==> src/rtl/neuron_layer_loader.sv <==
// neuron_layer_loader: write-side driver for a neuron layer register file.
// Takes a valid/ready stream of neuron values and emits one registered write strobe per
// accepted value. Addresses run 0..LAYER_SZ-1 and restart at 0 on every start. A one-cycle
// layer clear can optionally be issued before the first write.
//
// Ports:
//   clk_i            clock, all state on rising edge
//   rst_ni           asynchronous active-low reset
//   start_i          begin a load pass (only honoured while idle)
//   clear_first_i    sampled with start_i; 1 = pulse layer_reset_o before loading
//   in_valid_i       upstream value valid
//   in_data_i        upstream neuron value
//   in_ready_o       loader accepts in_data_i this cycle
//   layer_reset_o    one-cycle clear strobe to the layer
//   load_en_o        write strobe to the layer
//   load_value_o     value written (held while load_en_o is low)
//   load_address_o   write index, zero-extended count (held while load_en_o is low)
//   busy_o           high whenever a pass is in progress
//   done_o           one-cycle pulse, coincident with the final write
module neuron_layer_loader #(
  parameter int unsigned SIZE     = 16,
  parameter int unsigned LAYER_SZ = 2
) (
  input  logic            clk_i,
  input  logic            rst_ni,
  input  logic            start_i,
  input  logic            clear_first_i,
  input  logic            in_valid_i,
  input  logic [SIZE-1:0] in_data_i,
  output logic            in_ready_o,
  output logic            layer_reset_o,
  output logic            load_en_o,
  output logic [SIZE-1:0] load_value_o,
  output logic [SIZE-1:0] load_address_o,
  output logic            busy_o,
  output logic            done_o
);

  // One extra bit so the count can represent LAYER_SZ itself without overflow.
  localparam int unsigned    CntW    = $clog2(LAYER_SZ) + 1;
  localparam logic [CntW-1:0] LastCnt = CntW'(LAYER_SZ - 1);

  typedef enum logic [1:0] {
    StIdle,
    StClear,
    StLoad,
    StDone
  } state_e;

  state_e          state_q, state_d;
  logic [CntW-1:0] cnt_q, cnt_d;
  logic            layer_reset_q, layer_reset_d;
  logic            load_en_q, load_en_d;
  logic            done_q, done_d;
  logic [SIZE-1:0] value_q, value_d;
  logic [SIZE-1:0] addr_q, addr_d;

  always_comb begin
    state_d       = state_q;
    cnt_d         = cnt_q;
    layer_reset_d = 1'b0;
    load_en_d     = 1'b0;
    done_d        = 1'b0;
    value_d       = value_q;
    addr_d        = addr_q;

    unique case (state_q)
      StIdle: begin
        if (start_i) begin
          cnt_d = '0;
          if (clear_first_i) begin
            state_d       = StClear;
            layer_reset_d = 1'b1;
          end else begin
            state_d = StLoad;
          end
        end
      end
      StClear: begin
        state_d = StLoad;
      end
      StLoad: begin
        // in_ready_o is high for the whole of this state, so valid alone means accept.
        if (in_valid_i) begin
          load_en_d            = 1'b1;
          value_d              = in_data_i;
          addr_d               = '0;
          addr_d[CntW-1:0]     = cnt_q;
          cnt_d                = cnt_q + CntW'(1);
          if (cnt_q == LastCnt) begin
            state_d = StDone;
            done_d  = 1'b1;
          end
        end
      end
      StDone: begin
        state_d = StIdle;
      end
      default: begin
        state_d = StIdle;
      end
    endcase
  end

  always_ff @(posedge clk_i or negedge rst_ni) begin
    if (!rst_ni) begin
      state_q       <= StIdle;
      cnt_q         <= '0;
      layer_reset_q <= 1'b0;
      load_en_q     <= 1'b0;
      done_q        <= 1'b0;
      value_q       <= '0;
      addr_q        <= '0;
    end else begin
      state_q       <= state_d;
      cnt_q         <= cnt_d;
      layer_reset_q <= layer_reset_d;
      load_en_q     <= load_en_d;
      done_q        <= done_d;
      value_q       <= value_d;
      addr_q        <= addr_d;
    end
  end

  assign in_ready_o     = (state_q == StLoad);
  assign busy_o         = (state_q != StIdle);
  assign layer_reset_o  = layer_reset_q;
  assign load_en_o      = load_en_q;
  assign done_o         = done_q;
  assign load_value_o   = value_q;
  assign load_address_o = addr_q;

endmodule

==> config.mk <==
export PLATFORM = sky130hd
export DESIGN_NAME = neuron_layer_loader
export DESIGN_NICKNAME = d
export VERILOG_FILES = /design/src/rtl/neuron_layer_loader.sv
export SDC_FILE = /design/constraint.sdc
export NUM_CORES = 1
export LEC_CHECK = 0
export BUFFER_PORTS_ARGS = -buffer_cell sky130_fd_sc_hd__buf_2
export CAP_MARGIN = 20
export CELL_PAD_IN_SITES_DETAIL_PLACEMENT = 0
export CELL_PAD_IN_SITES_GLOBAL_PLACEMENT = 2
export CORE_MARGIN = 2
export CORE_UTILIZATION = 31
export DETAILED_ROUTE_END_ITERATION = 16
export MAX_ROUTING_LAYER = met4
export PLACE_DENSITY = 0.81
export SLEW_MARGIN = 20
export SYNTH_ARGS = -nofsm -noshare
export SYNTH_HDL_FRONTEND = slang
export SYNTH_SLANG_ARGS = --single-unit
export TNS_END_PERCENT = 1
==> constraint.sdc <==
create_clock -name clk_i -period 2.9 [get_ports clk_i]
set_input_delay 0.29 -clock clk_i [delete_from_list [all_inputs] [get_ports clk_i]]
set_output_delay 0.29 -clock clk_i [all_outputs]
set_load 0.005 [all_outputs]
# Word level (Yosys, flattened, before mapping)
# Index checks and enable logic that the tools add are counted.
[op_classes]
eq_ne = 7
reduce_logical = 6
n_addsub = 1
muxes = 16
[op_table]
columns = ["operator", "n"]
rows = [
  ["$mux W2", 6],
  ["$mux W1", 8],
  ["$pmux W2 S4", 1],
  ["$reduce_and A3 Y1", 2],
  ["$eq A2 B1 Y1 const B", 2],
  ["$eq A2 B2 Y1 const B", 2],
  ["$ne A2 B2 Y1 const B", 2],
  ["$pmux W2 S2", 1],
  ["$reduce_bool A2 Y1", 2],
  ["$add A2 B1 Y2 const B", 1],
  ["$logic_not A2 Y1", 1],
  ["$ne A2 B1 Y1 const B", 1],
  ["$reduce_and A2 Y1", 1],
]
[totals]
inputBits = 21
elab_cells = 37
output_inout_bits = 37
regBits = 25

# Longest topological paths before layout
[logic_depth]
ltp_word = 4
depth_mapped = 6
depth_no_buf = 5

# Worst setup path after synthesis
# OpenSTA, ideal clock, no wires.
[synth_path]
kind = "flip-flop to flip-flop"
startpoint = "register state_q[0]"
endpoint = "register cnt_q[0]"
arrival_time_ns = 1.214
n_path_buf = 1
slack_ns = 1.555
stages_incl_launch_ff = 7
period_less_slack_ns = 1.345
setup_time_ns = 0.131
t_required_ns = 2.769
cell_sequence = "dfrtp_1 > inv_1 > ha_1 > buf_2 > nand2_1 > o311ai_0 > nor2_1"
[synth_via]
elab_chain_len = 3
word_cells_on_any_way = 7
cone_classes = "eq/ne: 3; mux: 1; reduce/logical: 3"
[synth_lines]
columns = ["item", "line_no", "rtl"]
rows = [
  ["start: declaration", "50", "state_e state_q, state_d;"],
  ["start signal: assignment", "107", "state_q <= StIdle;"],
  ["start signal: assignment", "115", "state_q <= state_d;"],
  ["$eq A2 B2 Y1 (*)", "n/a", ""],
  ["net in_ready_o", "30", "output logic in_ready_o,"],
  ["$ne A2 B2 Y1 (no source line) / $reduce_bool A2 Y1 (equally long branches)", "n/a", ""],
  ["$reduce_and A3 Y1 (no source line)", "n/a", ""],
  ["end signal: assignment", "116", "cnt_q <= cnt_d;"],
  ["end: declaration", "51", "logic [CntW-1:0] cnt_q, cnt_d;"],
]
# The timed path passes the listed nets; every way through them passes the cells marked *.
# A chain may end at the register's enable or synchronous reset.

# Final worst setup path
[layout_path]
startpoint = "register state_q[0]"
endpoint = "output port in_ready_o"
[layout_via]
elab_chain_len = 1
[layout_lines]
columns = ["item", "line_no", "rtl"]
rows = [
  ["$eq A2 B2 Y1", "125", "assign in_ready_o = (state_q == StLoad);"],
  ["end: declaration", "30", ""],
]
# No other way between the ends.

==> impl_metrics.prom <==
# TYPE chip_impl_metric gauge
chip_impl_metric{name="timing.max_slew.rel_slack",unit="%"} 59.1
chip_impl_metric{name="grt_util_all_layers",unit="%"} 10.9
chip_impl_metric{name="i_o_pin_count",unit=""} 58
chip_impl_metric{name="cell_rows",unit=""} 23
chip_impl_metric{name="antenna_found_initial",unit=""} 0
chip_impl_metric{name="clock-sinks",unit=""} 25
chip_impl_metric{name="placement.io_buffers",unit=""} 43
chip_impl_metric{name="routed-via-count",unit=""} 801
chip_impl_metric{name="core-area",unit="mm2"} 0.00397
chip_impl_info{name="hold_path.class",value="in2async"} 1
chip_impl_metric{name="clkPwrFrac",unit="%"} 13.3
chip_impl_info{name="crit-reg2reg-launch",value="state_q[0]"} 1
chip_impl_info{name="outcome",value="finished, violations left"} 1
chip_impl_metric{name="gp_routability_congestion",unit=""} 0.665
chip_impl_metric{name="synthDominantCellAreaShare",unit="%"} 49.0
chip_impl_info{name="kind_of_critical_path",value="reg2out"} 1
chip_impl_metric{name="starting_utilization_of_the_core_area",unit="%"} 32.2
chip_impl_info{name="grt-busiest-layer",value="met2"} 1
chip_impl_info{name="largest_cells_by_area_after_synthesis",value="sky130_fd_sc_hd__dfrtp_1 49%, sky130_fd_sc_hd__mux2_4 20%, sky130_fd_sc_hd__buf_4 8.2%"} 1
chip_impl_metric{name="first_global_vias",unit=""} 788
chip_impl_metric{name="power.density",unit="mW/mm2"} 1030
chip_impl_metric{name="ff_to_ff_setup_slack",unit="ns"} 1.21
chip_impl_metric{name="cts_setup_buffers",unit=""} 0
chip_impl_metric{name="crit_path_max_fanout",unit=""} 10
chip_impl_metric{name="share_comb_of_total_power",unit="%"} 48.4
chip_impl_metric{name="yosys_warnings",unit=""} 0
chip_impl_metric{name="clk_path_buf_depth",unit=""} 2
chip_impl_metric{name="place_hpwl",unit="mm"} 1.79
chip_impl_info{name="grt_setup_unrepaired",value="no"} 1
chip_impl_metric{name="clock_insertion_delay_at_the_later_pin_of_the_skew_report",unit="ns"} 0.27
chip_impl_metric{name="finalNonFillerCells",unit=""} 188
chip_impl_metric{name="power.static_leakage",unit="nW"} 0.833
chip_impl_metric{name="tightestPinTransition",unit="ns"} 0.612
chip_impl_metric{name="worstPathRequired",unit="ns"} 2.61
chip_impl_metric{name="cts_hold_buf",unit=""} 0
chip_impl_metric{name="final.fill_count",unit=""} 404
chip_impl_metric{name="avgRoutedWirePerCell",unit="um"} 12.6
chip_impl_info{name="crit_end",value="in_ready_o"} 1
chip_impl_metric{name="switching_share",unit="%"} 32.8
chip_impl_metric{name="cell_internal_pwr",unit="W"} 0.00105
chip_impl_metric{name="synth_cell_type_count",unit=""} 24
chip_impl_metric{name="die_w",unit="um"} 68.2
chip_impl_metric{name="reg2regPathDepth",unit=""} 4
chip_impl_metric{name="cts.repair.resized",unit=""} 0
chip_impl_metric{name="cap_viol_max_count",unit=""} 0
chip_impl_metric{name="layout_min_cycle_time",unit="ns"} 1.69
chip_impl_metric{name="pwr-share-seq",unit="%"} 38.4
chip_impl_metric{name="layout.nets",unit=""} 165
chip_impl_metric{name="grt_max_degree",unit=""} 26
chip_impl_metric{name="critPathArrivalTime",unit="ns"} 1.40
chip_impl_info{name="cp-end-kind",value="primary output"} 1
chip_impl_metric{name="cts_inserted_buffers",unit=""} 3
chip_impl_metric{name="dp_cells",unit=""} 184
chip_impl_metric{name="drt-total-wl",unit="mm"} 2.37
chip_impl_info{name="setup.worst_path.start_class",value="flip-flop"} 1
chip_impl_info{name="synth_largest_area_cell",value="sky130_fd_sc_hd__dfrtp_1"} 1
chip_impl_info{name="cts_tree",value="done"} 1
chip_impl_metric{name="drtIter0Drc",unit=""} 79
chip_impl_metric{name="antenna_violating_nets_post_route",unit=""} 0
chip_impl_metric{name="number_of_max_slew_violations_in_the_final_report",unit=""} 0
chip_impl_metric{name="timing.final.setup_violations",unit=""} 0
chip_impl_metric{name="clock_skew",unit="ns"} 0.00402
chip_impl_metric{name="die-height",unit="um"} 68.2
chip_impl_metric{name="placement.cell_area",unit="mm2"} 0.00147
chip_impl_metric{name="stdcell_area",unit="mm2"} 0.00152
chip_impl_metric{name="diodes",unit=""} 0
chip_impl_metric{name="worst_ir_drop_vdd",unit="mV"} 0.285
chip_impl_metric{name="htreeDepth",unit=""} 1
chip_impl_metric{name="gr-usage-met2",unit="%"} 17.7
chip_impl_metric{name="fin_hold_ws",unit="ns"} -0.000324
chip_impl_metric{name="global_route_wire_length_before_repair",unit="mm"} 3.68
chip_impl_metric{name="mappedNetlistArea",unit="mm2"} 0.00128
chip_impl_info{name="violations_in_the_final_reports",value="hold timing"} 1
chip_impl_metric{name="timing.final.hold_violations",unit=""} 2
chip_impl_metric{name="syn-instance-count",unit=""} 95
chip_impl_metric{name="ratio_of_cells_with_drive_above_1_in_the_final_layout",unit="%"} 49.3
chip_impl_metric{name="syn_to_final_growth",unit="%"} 18.8
chip_impl_metric{name="switchingPower",unit="W"} 0.000511
chip_impl_metric{name="final.period_utilization",unit="%"} 58.2
chip_impl_metric{name="max_freq",unit="GHz"} 0.592
chip_impl_metric{name="vias_per_cell",unit=""} 4.26
chip_impl_metric{name="gr-total-overflow",unit=""} 0
chip_impl_info{name="most_common_cell_after_layout_fill_and_taps_aside",value="sky130_fd_sc_hd__buf_2"} 1
chip_impl_metric{name="groute.layer.met3.usage",unit="%"} 1.64
chip_impl_metric{name="globalRouteMet1Util",unit="%"} 13.5
chip_impl_metric{name="tns",unit="ns"} 0
chip_impl_metric{name="clk_transition_reported_paths",unit="ns"} 0.09
chip_impl_metric{name="synth.avg_cell_area",unit="um2"} 13.4
chip_impl_metric{name="drt_pre_antenna_iters",unit=""} 3
chip_impl_metric{name="drc",unit=""} 0
chip_impl_metric{name="design.die.area",unit="mm2"} 0.00465
chip_impl_metric{name="seq_area_frac_synth",unit="%"} 49.0
chip_impl_info{name="clock_tree.root_cell",value="sky130_fd_sc_hd__clkbuf_8"} 1
chip_impl_info{name="worst_setup_path_start",value="state_q[0]"} 1
chip_impl_info{name="most_frequent_cells_in_the_layout",value="43 x sky130_fd_sc_hd__buf_2, 25 x sky130_fd_sc_hd__dfrtp_1, 17 x sky130_fd_sc_hd__mux2_4, 14 x sky130_fd_sc_hd__conb_1, 6 x sky130_fd_sc_hd__inv_1"} 1
chip_impl_metric{name="ys_seq_elements",unit=""} 25
chip_impl_info{name="r2r_end",value="load_value_o[7]"} 1
## metal layers
layer	routed length [um]	share of wire [%]
met5	0	0
met4	14	0.59
met3	215	9.1
met2	1140	48
met1	999	42
## power by group through the flow
| stage | Sequential, W | Combinational, W | Clock [W] |
|---|---|---|---|
| after floorplan | 0.000613 | 0.000532 | 0 |
| after global placement | 0.000600 | 0.000740 | 0 |
| after detailed placement | 0.000606 | 0.000763 | 0 |
| after CTS | 0.000599 | 0.000769 | 0.000212 |
| after global routing | 0.000620 | 0.000843 | 0.000231 |
| final | 0.000598 | 0.000754 | 0.000207 |
## critical path, cell delays in order (launching register included)
cell and delay, ns:
sky130_fd_sc_hd__dfrtp_1 0.37, sky130_fd_sc_hd__inv_1 0.14, sky130_fd_sc_hd__ha_1 0.43, sky130_fd_sc_hd__buf_2 0.19
## cell families (layout without fill, tap and decap cells)
kind of cell	Yosys count	in the layout	synth area share (%)
compound gates	8	8	5.68
other cells	1	14	0.294
mux	20	20	22.3
simple gates	12	12	5.39
buf+inv	24	54	12.4
flops	25	25	49.0
fa+ha+maj	5	5	4.90
## stage by stage
step / setup slack (ns) / power, W / hold WS, ns / utilization, %
6_report: 1.21 / 0.00156 / -0.000324 / 38.2
2_1_floorplan: 1.56 / 0.00114 / -0.00559 / -
3_5_place_dp: 1.20 / 0.00137 / 0.314 / 37.1
4_1_cts: 1.18 / 0.00158 / 0.0186 / 38.2
3_3_place_gp: 1.27 / 0.00134 / 0.303 / 37.1
5_1_grt: 1.09 / 0.00169 / 0.0405 / 38.2
## how the worst min path moves through the flow
stage,slack (ns),endpoint,from,depth (start not counted)
CTS,0.02,load_value_o[0],rst_ni,1
global route,0.04,load_value_o[3],rst_ni,1
finish,-0.0003,load_value_o[3],rst_ni,1
global placement,0.30,load_value_o[12],rst_ni,1
floorplan,-0.006,cnt_q[0],rst_ni,0
detailed placement,0.31,load_value_o[6],rst_ni,1
## state kept, by name (all words and copies together), names as in the netlist
name / count
load_address_o: 2
load_en_o: 1
state_q: 2
cnt_q: 2
load_value_o: 16
done_o: 1
layer_reset_o: 1
## Yosys cell counts
master and n:
sky130_fd_sc_hd__o22a_1 1, sky130_fd_sc_hd__nand4b_1 1, sky130_fd_sc_hd__o21ai_0 2, sky130_fd_sc_hd__buf_2 1, sky130_fd_sc_hd__ha_1 5, sky130_fd_sc_hd__o221ai_1 1, sky130_fd_sc_hd__or3b_1 1, sky130_fd_sc_hd__mux2_4 17
sky130_fd_sc_hd__nor2_1 2, sky130_fd_sc_hd__inv_2 1, sky130_fd_sc_hd__nor2b_2 1, sky130_fd_sc_hd__and3_1 1, sky130_fd_sc_hd__conb_1 1, sky130_fd_sc_hd__a21oi_1 2, sky130_fd_sc_hd__dfrtp_1 25, sky130_fd_sc_hd__nand2_2 1
sky130_fd_sc_hd__nand2_1 4, sky130_fd_sc_hd__nand3b_1 1, sky130_fd_sc_hd__o311ai_0 1, sky130_fd_sc_hd__inv_1 6, sky130_fd_sc_hd__buf_4 14, sky130_fd_sc_hd__a221oi_4 1, sky130_fd_sc_hd__buf_6 2, sky130_fd_sc_hd__mux2i_1 3
## layout make-up
type / count / area (um2) / area share, %
clock buffers: 3 / 41.3 / 2.72
well taps: 50 / 62.6 / 4.12
repair buffers: 43 / 215 / 14.2
multi-input cells: 59 / 542 / 35.7
clock inverters: 1 / 5.00 / 0.330
flip-flops and latches: 25 / 626 / 41.2
inverters: 7 / 26.3 / 1.73
Note: power is estimated with default switching activity, not from simulation.
